**config.mk**
```make
export PLATFORM = sky130hd
export DESIGN_NAME = byte_serializer_flat
export DESIGN_NICKNAME = d
export VERILOG_FILES = /design/src/rtl/byte_serializer_if.sv /design/src/rtl/byte_serializer.sv /design/src/flat_wrapper.sv
export SDC_FILE = /design/constraint.sdc
export NUM_CORES = 1
export LEC_CHECK = 0
export CORE_UTILIZATION = 50
export DETAILED_ROUTE_END_ITERATION = 6
export PLACE_DENSITY = 0.8
export SYNTH_ARGS = -nofsm -noshare
export SYNTH_HDL_FRONTEND = slang
export SYNTH_SLANG_ARGS = --single-unit
```
**constraint.sdc**
```tcl
create_clock -name clk -period 2.4 [get_ports clk]
set_input_delay 0.72 -clock clk [delete_from_list [all_inputs] [get_ports clk]]
set_output_delay 0.72 -clock clk [all_outputs]
set_load 0.05 [all_outputs]
```
**src/rtl/byte_serializer_if.sv**
```systemverilog
// byte_serializer_if: valid/ready word handshake feeding the serializer.
interface byte_serializer_if #(parameter int WIDTH = 8);
  logic [WIDTH-1:0] data_in;
  logic             data_valid;
  logic             data_ready;
  modport master (output data_in, data_valid, input data_ready);
  modport slave  (input data_in, data_valid, output data_ready);
endinterface

```
**src/rtl/byte_serializer.sv**
```systemverilog
// byte_serializer: parallel word to bit-strobed serial stream with gapless back-to-back frames.
module byte_serializer #(
  parameter int WIDTH     = 8,
  parameter bit MSB_FIRST = 1'b1,
  parameter bit IDLE_BIT  = 1'b0
) (
  input  logic              clk,
  input  logic              reset,
  input  logic              bit_en,
  byte_serializer_if.slave  bus,
  output logic              sdata,
  output logic              sdata_valid,
  output logic              frame_last
);
  localparam int CW = $clog2(WIDTH);
  typedef enum logic {IDLE, SHIFT} state_t;
  state_t          state_q, state_d;
  logic [CW-1:0]    cnt_q, cnt_d;
  logic [WIDTH-1:0] sh_q, sh_d;
  logic             sdata_q, sdata_d;
  logic             sdata_valid_q, sdata_valid_d;
  logic             frame_last_q, frame_last_d;
  logic             last, accept;
  assign last           = state_q == SHIFT && cnt_q == '0;
  assign bus.data_ready = reset && (state_q == IDLE || (last && bit_en));
  assign accept         = bus.data_valid && bus.data_ready;
  // sdata is the bit the shift register will present next cycle, so it is taken from sh_d
  always_comb begin
    state_d = state_q;
    cnt_d   = cnt_q;
    sh_d    = sh_q;
    if (accept) begin
      state_d = SHIFT;
      cnt_d   = CW'(WIDTH - 1);
      sh_d    = bus.data_in;
    end else if (state_q == SHIFT && bit_en) begin
      if (last) state_d = IDLE;
      else begin
        cnt_d = cnt_q - CW'(1);
        sh_d  = MSB_FIRST ? sh_q << 1 : sh_q >> 1;
      end
    end
    sdata_valid_d = state_d == SHIFT;
    frame_last_d  = state_d == SHIFT && cnt_d == '0;
    sdata_d       = state_d == SHIFT ? (MSB_FIRST ? sh_d[WIDTH-1] : sh_d[0]) : IDLE_BIT;
  end
  always_ff @(posedge clk) begin
    if (!reset) begin
      state_q       <= IDLE;
      cnt_q         <= '0;
      sh_q          <= '0;
      sdata_q       <= IDLE_BIT;
      sdata_valid_q <= 1'b0;
      frame_last_q  <= 1'b0;
    end else begin
      state_q       <= state_d;
      cnt_q         <= cnt_d;
      sh_q          <= sh_d;
      sdata_q       <= sdata_d;
      sdata_valid_q <= sdata_valid_d;
      frame_last_q  <= frame_last_d;
    end
  end
  assign sdata       = sdata_q;
  assign sdata_valid = sdata_valid_q;
  assign frame_last  = frame_last_q;
endmodule

```
**src/flat_wrapper.sv**
```systemverilog
// flat-port wrapper written by rule: the top's interface ports become plain ports
module byte_serializer_flat 
#(
  parameter int WIDTH     = 8,
  parameter bit MSB_FIRST = 1'b1,
  parameter bit IDLE_BIT  = 1'b0
)
  (clk, reset, bit_en, sdata, sdata_valid, frame_last, bus_data_in, bus_data_valid, bus_data_ready);
  byte_serializer_if #(.WIDTH(WIDTH)) bus_i ();
  input  logic clk;
  input  logic reset;
  input  logic bit_en;
  output logic sdata;
  output logic sdata_valid;
  output logic frame_last;
  input wire logic [$bits(bus_i.data_in)-1:0] bus_data_in;
  input wire logic [$bits(bus_i.data_valid)-1:0] bus_data_valid;
  output wire logic [$bits(bus_i.data_ready)-1:0] bus_data_ready;
  assign bus_i.data_in = bus_data_in;
  assign bus_i.data_valid = bus_data_valid;
  assign bus_data_ready = bus_i.data_ready;
  byte_serializer #(.WIDTH(WIDTH), .MSB_FIRST(MSB_FIRST), .IDLE_BIT(IDLE_BIT)) u_core (.clk(clk), .reset(reset), .bit_en(bit_en), .bus(bus_i), .sdata(sdata), .sdata_valid(sdata_valid), .frame_last(frame_last));
endmodule
```
# Word level (Yosys, flattened, before mapping)
# Index checks and enable logic that the tools add are counted.
[totals]
romBits = 0
word_cells = 30
input_bits = 12
ff_bits = 14
latchBits = 0
n_memories = 0
ramBits = 0
[op_classes]
n_lt_le_gt_ge = 0
n_eq_ne = 1
n_div = 0
n_reduce_logical = 12
bitwise = 1
mul = 0
shifts = 0
n_mux = 9
add_sub_neg = 1
[ops]
columns = ["cell", "n"]
rows = [
  ["$mux 8", 3],
  ["$mux 3", 3],
  ["$logic_and 1x1->1", 6],
  ["$logic_not 3->1", 2],
  ["$reduce_and 2->1", 2],
  ["$mux 1", 3],
  ["$sub 3x1->3 const B", 1],
  ["$ne 2x2->1 const B", 1],
  ["$reduce_bool 2->1", 1],
  ["$logic_or 1x1->1", 1],
  ["$not 1->1", 1],
]

# Depth between registers and ports, before layout
[depth]
word_depth = 9
depth_mapped = 6
ltp_nobuf = 5

# Worst setup path before layout
# OpenSTA, ideal clock, no wires.
[synth_timing]
kind = "input to output"
from = "input port reset"
to = "output port bus_data_ready"
path_slack_ns = -0.291
path_stages = 4
n_path_buf = 2
t_arrival_ns = 1.971
required_ns = 1.680
cell_sequence = "clkbuf_1 > inv_1 > clkbuf_1 > a21oi_1"
[synth_between]
elab_chain_cells = 1
[synth_rtl]
columns = ["element", "line_no", "rtl"]
rows = [
  ["from (decl)", "flat_wrapper.sv:11", "input logic reset;"],
  ["$logic_and 1x1->1", "byte_serializer.sv:25", "assign bus.data_ready = reset && (state_q == IDLE || (last && bit_en));"],
  ["to (decl)", "flat_wrapper.sv:18", "output wire logic [$bits(bus_i.data_ready)-1:0] bus_data_ready;"],
]
# Every way passes these cells.

# Worst setup path after layout
# Ends and elaborated chain as after synthesis.

==> flow_summary.json <==
{
  "status": "complete, no violations",
  "dieArea_um2": 1752,
  "p_int_w": 0.0004221,
  "rsz0062_at_grt": "false",
  "finalSetupViolations": 0,
  "worstHoldPathType": "flop to flop",
  "utilization_pct": 68.40,
  "synthSimpleGateAreaFrac_pct": 17.48,
  "vias": 798,
  "yosys_warnings": 0,
  "cp.arrival_ns": 1.60,
  "synthTopCellsByCount": "dfxtp_1 (14), o21ai_0 (10), nand3_1 (8)",
  "synth.avg_cell_area_um2": 8.452,
  "final_max_slew_viol_count": 0,
  "synthCells": 94,
  "drc": 0,
  "tightest_slew_ns": 0.4957,
  "port_buffers": 15,
  "post_cts_buffers": 0,
  "insertion_delay_ns": 0.28,
  "crit_path_end_kind": "output port",
  "area_growth_syn_to_layout_pct": 28.19,
  "synth_top_family_by_area": "compound AO/OA/AOI/OAI gates",
  "drv_cap": 0,
  "synth_top_area_share_pct": 35.28,
  "drive_gt1_share_pct": 16.07,
  "synth_area_leaders": "dfxtp_1 (35%), a211oi_1 (6.6%), a311oi_1 (6.6%)",
  "globalRouteTotalUtil_pct": 24.00,
  "dp.final_hpwl_um": 1352,
  "cts.sinks": 14,
  "antenna_found_initial": 0,
  "synth_ff_type": "dfxtp_1",
  "vias_per_cell": 6.234,
  "synth_mux_area_share_pct": 1.260,
  "htree_levels": 1,
  "yosysTopAreaCell": "dfxtp_1",
  "final_hold_viol_count": 0,
  "async_reset_ff_share_pct": 0,
  "ant_nets": 0,
  "clock_skew_ns": 0.001569,
  "critPathMaxStageDelay_ns": 0.47,
  "crit_type": "primary input to output port",
  "clk_pin_slew_ns": 0.09,
  "dp_cells": 124,
  "initial_core_util_pct": 53.36,
  "cts_tree": "done",
  "maxSlewHeadroom_pct": 66.85,
  "finalCriticalPeriod_ns": 2.318,
  "fillCellCount": 120,
  "antenna_cells": 0,
  "synth_area_um2": 794.5,
  "synth_compound_gate_area_share_pct": 35.28,
  "multi_input_area_um2": 457.9,
  "power.density_nw_per_um2": 610.8,
  "drtIter0Drc": 40,
  "grt_max_degree": 12,
  "instances_no_fill": 128,
  "clkPwrFrac_pct": 27.9,
  "totalWireLength_um": 1897,
  "synth-edff-count": 0,
  "worstPathRequired_ns": 1.68,
  "io_pins": 16,
  "yosysSeqAreaShare_pct": 35.28,
  "gp_congestion": 0.8280,
  "power_switching_w": 0.0002000,
  "cts_buffers": 3,
  "switching_share_pct": 32.15,
  "ys_ff_latch": 14,
  "grt_pass1_vias": 733,
  "core-area_um2": 1489,
  "synthXorXnorAreaFrac_pct": 0,
  "cp_cell_sequence": "clkdlybuf4s50_1 > inv_1 > a21oi_2 > buf_12",
  "crit_slowest_cell": "clkdlybuf4s50_1",
  "leakage_nw": 0.3662,
  "seqCellArea_um2": 280.3,
  "fin_nets": 127,
  "die_h_um": 41.86,
  "finalHoldWorstSlack_ns": 0.4894,
  "power_frac_seq_pct": 43.6,
  "vdd_ir_drop_max_mv": 0.3895,
  "worstSetupStartpointType": "primary input",
  "synthAdderAreaFrac_pct": 3.150,
  "yosysMostFrequentCell": "dfxtp_1",
  "period_share_pct": 96.57,
  "root_buffer": "clkbuf_4",
  "synth.net_count": 108,
  "dr.pass1.iters": 4,
  "grt_overflow": 0,
  "ys_types": 35,
  "wire_per_inst_um": 14.82,
  "fmax_mhz": 431.5,
  "grt_pass1_wl_um": 3222,
  "p_comb_share_pct": 28.5,
  "fp-row-count": 14,
  "die_x_um": 41.86,
  "crit_fanout": 2,
  "cts_buffer_depth": 2
}
## final timing paths
path                                      start              to  slack (ns)  cells past startpoint
worst max-delay path                      reset  bus_data_ready        0.08                      4
worst min-delay path             u_core.sh_q[0]  u_core.sh_q[0]        0.49                      2
worst max register to register  u_core.cnt_q[0]  u_core.sh_q[2]        0.58                      5
worst min register to register   u_core.sh_q[0]  u_core.sh_q[0]        0.49                      2
## cell usage in the layout, fill, tap and decap left out
| cell | instances |
|---|---|
| a211oi_1 | 7 |
| dfxtp_1 | 14 |
| clkbuf_8 | 1 |
| nor2b_2 | 1 |
| a21o_1 | 1 |
| mux2i_1 | 1 |
| o211ai_2 | 1 |
| nor2_1 | 2 |
| nand4_1 | 1 |
| a221oi_1 | 1 |
| a31oi_1 | 2 |
| a21oi_2 | 1 |
| a311oi_1 | 6 |
| ha_1 | 2 |
| clkinv_1 | 1 |
| a21oi_1 | 4 |
| nand2_1 | 5 |
| and2_1 | 3 |
| nor3_1 | 2 |
| buf_12 | 1 |
| nand2b_1 | 1 |
| nand3b_1 | 1 |
| inv_1 | 3 |
| clkdlybuf4s50_1 | 12 |
| clkbuf_4 | 3 |
| o21ai_0 | 10 |
| a32oi_1 | 1 |
| dlygate4sd2_1 | 1 |
| a31oi_2 | 1 |
| nor2b_1 | 1 |
| o211ai_1 | 1 |
| buf_4 | 8 |
| and3b_1 | 1 |
| a2111oi_2 | 1 |
| nand3_1 | 8 |
| o31a_1 | 1 |
| o22ai_1 | 1 |
## area by class of cell
cell class	instances	area share, %
Clock buffer	4	3.563
Timing Repair Buffer	22	20.52
Inverter	4	1.474
Tap cell	16	1.966
Multi-Input combinational cell	68	44.96
Sequential cell	14	27.52
## repair_timing
item                                    in CTS  in global routing
resized for setup                            1                  0
endpoints found under the setup margin       1                  0
hold buffers                                 0                  0
## cells by family after synthesis
kind of cell | after synthesis
compound gates | 39
simple gates | 26
flops | 14
buf+inv | 12
fa+ha+maj | 2
mux | 1
## flip-flops by register name, indices dropped and copies added, names as in the netlist
signal             cells
u_core.state_q         1
u_core.cnt_q           3
u_core.frame_last      1
u_core.sdata           1
u_core.sh_q            8
## power groups by stage
stage                     clock, W  combinational (W)  sequential [W]
final                     0.000173           0.000177        0.000271
after global routing      0.000185           0.000192        0.000274
after CTS                 0.000177           0.000176        0.000271
after detailed placement         0           0.000176        0.000276
after global placement           0           0.000174        0.000276
after floorplan                  0           0.000109        0.000283
## layer usage
metal	routed length (µm)	global-route usage [%]
met1	891	32.05
met2	898	37.50
met3	67	3.913
met4	40	11.61
met5	0	0
## worst max-delay path: cells and delay by family
family,cells,cell delay (ns)
AOI/OAI and AO/OA,1,0.18
buffers and inverters,3,0.69
## metrics by stage
stage | setup TNS (ns) | total power [W] | setup slack, ns | area [µm²]
floorplan | 0 | 0.0003924 | 0.01398 | 798.3
global placement | -0.04470 | 0.0004492 | -0.04470 | 983.4
detailed placement | -0.04181 | 0.0004527 | -0.04181 | 983.4
CTS | 0 | 0.0006245 | 0.07657 | 1018
global route | 0 | 0.0006517 | 0.04449 | 1018
finish | 0 | 0.0006221 | 0.08238 | 1018
Power figures use the tool's default switching activity.
==> patch 1: new RTL, same flow settings <==
`WIDTH` is set to 8 in 3 places; all go to 16.
--- a/src/rtl/byte_serializer_if.sv
+++ b/src/rtl/byte_serializer_if.sv
@@ -1,4 +1,4 @@
 // byte_serializer_if: valid/ready word handshake feeding the serializer.
-interface byte_serializer_if #(parameter int WIDTH = 8);
+interface byte_serializer_if #(parameter int WIDTH = 16);
   logic [WIDTH-1:0] data_in;
   logic             data_valid;
--- a/src/rtl/byte_serializer.sv
+++ b/src/rtl/byte_serializer.sv
@@ -1,5 +1,5 @@
 // byte_serializer: parallel word to bit-strobed serial stream with gapless back-to-back frames.
 module byte_serializer #(
-  parameter int WIDTH     = 8,
+  parameter int WIDTH     = 16,
   parameter bit MSB_FIRST = 1'b1,
   parameter bit IDLE_BIT  = 1'b0
--- a/src/flat_wrapper.sv
+++ b/src/flat_wrapper.sv
@@ -2,5 +2,5 @@
 module byte_serializer_flat 
 #(
-  parameter int WIDTH     = 8,
+  parameter int WIDTH     = 16,
   parameter bit MSB_FIRST = 1'b1,
   parameter bit IDLE_BIT  = 1'b0
Interface: changed (resized bus_data_in); port bits go from 16 to 24. The function was not compared with the original's and may differ.
==> patch 1 against the unedited design <==
Final area is 41% higher. Clock skew up 0.0018 ns. Synthesized cell count increased by 43%. Sequential cell count increased by 9. Largest cell class unchanged. Worst setup slack hardly changed. Power rose by 35%. Wire length is 24% higher. Critical path type is now reg -> out. Register-to-register slack improved by 0.02 ns. Area after synthesis rose by 37%.
==> patch 1: results (changes against the unedited design) <==
[logic_synthesis]
syn_avg_cell_area_um2 = 8.11  ; -4.0%
syn_nets = 156  ; +44%
synth_xor_area_share_pct = 1.61  ; +1.6 points
synthTopCellsByCount = nand2_1, dfxtp_1, o21ai_0
synth_compound_area_share_pct = 26.0  ; -9.3 points
synthMuxAreaShare_pct = 1.84  ; +0.58 points
yosysUniqueCellTypes = 32  ; -8.6%
synth_fa_ha_area_share_pct = 2.30  ; -0.85 points
synth_top_cells_by_area = dfxtp_1, nand2_1, a31oi_1
yosysSeqAreaShare_pct = 42.3  ; +7.1 points

[drt]
routedWlPerCell_um = 12.5  ; -15%
route.vias.total = 1044  ; +31%
first_iter_violations = 26  ; -35%
dr_wl_met2_mm = 1.12  ; +24%
top_layer_used = met3
wl_met3_um = 136  ; +100%
drt_first_pass_iters = 5  ; +1
drt-met1-wl_mm = 1.10  ; +24%

[setup_path]
startpoint = u_core.cnt_q[0]$_SDFF_PN0_
reg2reg_slack_ns = 0.60  ; +0.02 ns
cp_max_fo = 5  ; +3
reg2reg_to = u_core.cnt_q[0]$_SDFF_PN0_
reg2reg_depth = 7  ; +2

[run_status]
status = complete, no violations

[global_route]
grt.met3_usage_pct = 3.77  ; -0.14 points
use_met2_pct = 34.5  ; -3.0 points
use_met1_pct = 28.8  ; -3.3 points
groute.usage.overall_pct = 20.7  ; -3.3 points
grt_max_degree = 35  ; +23
grt_pass1_wl_mm = 3.97  ; +23%
first_global_vias = 906  ; +24%

[clock_tree]
cts_root_buf = clkbuf_4
clkTransAtPathRegs_ns = 0.13  ; +0.04 ns

[placement]
routabilityCongestion = 0.829  ; +0.12%
dp_hpwl_mm = 1.65  ; +22%
port_buffers = 23  ; +8

[worst_hold_path]
min_from = u_core.sh_q[6]$_SDFFE_PN0P_
holdPathEnd = u_core.sh_q[7]$_SDFFE_PN0P_

[power]
pg_seq_w = 0.000443  ; +63%
clkPwrFrac_pct = 21.2  ; -6.7 points
p_leak_nw = 0.550  ; +50%
peakVddDrop_mv = 0.421  ; +8.2%
power_switching_w = 0.000251  ; +26%

[timing]
slew_headroom_pct = 66.5  ; -0.32 points
skew_ns = 0.00339  ; +0.00182 ns

[final_layout]
top_regs = u_core.sh_q: 16 flops, u_core.cnt_q: 4 flops
n_fill_cell = 175  ; +46%
drive_gt1_share_pct = 12.4  ; -3.6 points
final_cells = 188  ; +47%

## patch 1: cell types whose count changed in the layout (fill, tap and decap cells not counted), sizes merged, moves of 2 or more
| cell | unedited run | this run |
|---|---|---|
| nand2 | 5 | 31 |
| a31oi | 3 | 15 |
| dfxtp | 14 | 23 |
| clkdlybuf4s50 | 12 | 20 |
| o21ai | 10 | 18 |
| a211oi | 7 | 1 |
| a311oi | 6 | 0 |
| nand3 | 8 | 2 |
| and2 | 3 | 0 |
| nor2 | 2 | 5 |
| inv | 3 | 5 |
| xnor2 | 0 | 2 |
## patch 1: cell type report
type | instances | area share, %
inverters | 5 | 1.31
flip-flops and latches | 23 | 32.2
repair buffers | 31 | 21.9
clock inverters | 1 | 0.349
multi-input cells | 98 | 40.3
well taps | 27 | 2.36
clock buffers | 3 | 1.57
## patch 1: metrics by stage
| step | setup WS, ns | instance area [um^2] | power, W | hold slack [ns] |
|---|---|---|---|---|
| 2_1_floorplan | 0.0791 | 1090 | 0.000581 | 0.447 |
| 3_3_place_gp | -0.100 | 1400 | 0.000658 | 0.456 |
| 3_5_place_dp | -0.125 | 1400 | 0.000666 | 0.463 |
| 4_1_cts | 0.0211 | 1430 | 0.000843 | 0.487 |
| 5_1_grt | 0.0225 | 1430 | 0.000882 | 0.500 |
| 6_report | 0.0827 | 1430 | 0.000839 | 0.482 |
## patch 1: repair_timing
item | in CTS | in global routing
hold endpoints to repair | 0 | 0
setup endpoints to repair | 1 | 2
pin swaps | 1 | 0
buffers inserted | 0 | 0
gates resized for setup | 3 | 2
## patch 1: critical path, cell delays in order, from the launching register on
cell,delay (ns)
dfxtp_2,0.38
inv_1,0.08
ha_1,0.24
and4bb_2,0.27
nor2_4,0.12
nor2_4,0.06
buf_12,0.14
==> patch 2: new RTL, config.mk and constraints unchanged <==
Without the edit above. Make the reset (`reset`) asynchronous in one clocked block.
--- a/src/rtl/byte_serializer.sv
+++ b/src/rtl/byte_serializer.sv
@@ -45,5 +45,5 @@
     sdata_d       = state_d == SHIFT ? (MSB_FIRST ? sh_d[WIDTH-1] : sh_d[0]) : IDLE_BIT;
   end
-  always_ff @(posedge clk) begin
+  always_ff @(posedge clk or negedge reset) begin
     if (!reset) begin
       state_q       <= IDLE;
Check against the original RTL: differs if reset is asserted again (counterexample within 4 cycles, from zero or initial values and one cycle with reset low); with reset held inactive, the same outputs for 10 cycles.
==> patch 2 against the unedited design <==
Sequential cell count stayed put. Final area rose by 0.37%. Area after synthesis is 11% lower. First-iteration DRC count decreased by 80%. Die area fell by 10%. Final cell count is 7.8% lower. Critical path depth fell by 3. Worst setup slack lost 0.0016 ns. Wire length decreased by 25%.
Power is not compared: it rests on default switching activity, and its combinational part moved more than twofold at a synthesized area within 25%.
==> patch 2: results (changes against the unedited design) <==
[run_status]
status = complete, no violations

[timing]
skew_ns = 0.00561  ; +0.00404 ns
worst_pin_slew_ns = 0.488  ; -0.00791 ns

[placement]
place_area_um2 = 910  ; -7.5%
dp_hpwl_um = 941  ; -30%
dp_cells = 104  ; -16%
routabilityCongestion = 0.697  ; -16%
port_buffers = 15  ; unchanged

[global_route]
antenna_found_initial = 0  ; unchanged
groute.usage.overall_pct = 22.7  ; -1.3 points
grt_max_degree = 16  ; +4
first_global_vias = 550  ; -25%
grt_pass1_wl_mm = 2.22  ; -31%

[logic_synthesis]
synth_xor_area_share_pct = 1.23  ; +1.2 points
synth_top_cells_by_area = dfrtp_1, mux2i_1, nand2_1
synth_fa_ha_area_share_pct = 3.52  ; +0.37 points
synthMuxAreaShare_pct = 9.86  ; +8.6 points
yosysSeqAreaShare_pct = 49.3  ; +14 points
async_reset_ff_share_pct = 100  ; +100 points
syn_avg_cell_area_um2 = 9.87  ; +17%
ys_dominant_reg_cell = dfrtp_1
yosysUniqueCellTypes = 24  ; -31%
synth_compound_area_share_pct = 12.3  ; -23 points
syn_nets = 86  ; -20%
synthTopCellsByCount = nand2_1, dfrtp_1, o21ai_1

[setup_path]
cp_max_fo = 7  ; +5
cpPeakStageDelay_ns = 0.84  ; +0.37 ns
worstPathArrival_ns = 1.60  ; about the same
start_kind = flip-flop

[drt]
route.vias.total = 604  ; -24%
drt-vias-per-instance = 5.12  ; -18%
first_iter_violations = 8  ; -80%
wirelength_mm = 1.42  ; -25%

[final_layout]
nets = 118  ; -7.1%
drive_gt1_share_pct = 23.3  ; +7.2 points
n_fill_cell = 86  ; -28%

patch 2: kinds of logic after synthesis:
group | Yosys count
AOI/OAI and AO/OA | 15
xor gates and xnor gates | 1
adders and majority gates | 2
buffers and inverters | 5
DFF | 14
muxes | 7
and+or+nand+nor | 28
patch 2: worst paths after layout:
check	start	to	slack [ns]	cells past startpoint
worst max-delay path	u_core.state_q$_DFF_PN0_	sdata_valid	0.08	1
worst max register to register	u_core.cnt_q[0]$_DFF_PN0_	u_core.state_q$_DFF_PN0_	0.11	15
worst min-delay path	u_core.sh_q[0]$_DFFE_PN0P_	u_core.sh_q[0]$_DFFE_PN0P_	0.55	2
min in group asynchronous	reset	u_core.state_q$_DFF_PN0_	0.78	2
worst min register to register	u_core.sh_q[0]$_DFFE_PN0P_	u_core.sh_q[0]$_DFFE_PN0P_	0.55	2
max in group asynchronous	reset	u_core.sdata$_DFF_PN0_	1.45	2
patch 2: final cells by class:
cell class / count / area, um^2 / share of cell area (%)
flip-flops and latches: 14 / 350 / 34.3
multi-input cells: 53 / 342 / 33.4
repair buffers: 29 / 264 / 25.8
clock buffers: 4 / 36.3 / 3.55
well taps: 15 / 18.8 / 1.84
inverters: 3 / 11.3 / 1.10
patch 2: routing by layer:
| metal | vias up | routed length (um) | GRT usage, % |
|---|---|---|---|
| li1 | 310 | - | - |
| met1 | 273 | 644 | 24.9 |
| met2 | 16 | 684 | 36.9 |
| met3 | 5 | 46 | 5.11 |
| met4 | 0 | 43 | 18.1 |
| met5 | - | 0 | 0 |
patch 2: through the flow:
stage          setup TNS, ns  hold slack (ns)  setup slack [ns]
4_1_cts                    0            0.552            0.0679
3_3_place_gp         -0.0222            0.515           -0.0222
3_5_place_dp         -0.0258            0.540           -0.0258
5_1_grt                    0            0.570            0.0137
6_report                   0            0.546            0.0808
2_1_floorplan              0            0.424             0.367
patch 2: report_power, final:
part | internal (W) | leakage, nW | switching (W)
logic | 0.000368 | 0.295 | 0.000346
registers | 0.000334 | 0.176 | 0.0000736
clock network | 0.0000924 | 0.0210 | 0.0000808
patch 2: timing repair:
action                     CTS  global route
setup buffers               10             0
setup endpoints to repair    1             0
hold buffers                 0             0
gates resized for setup      2             0
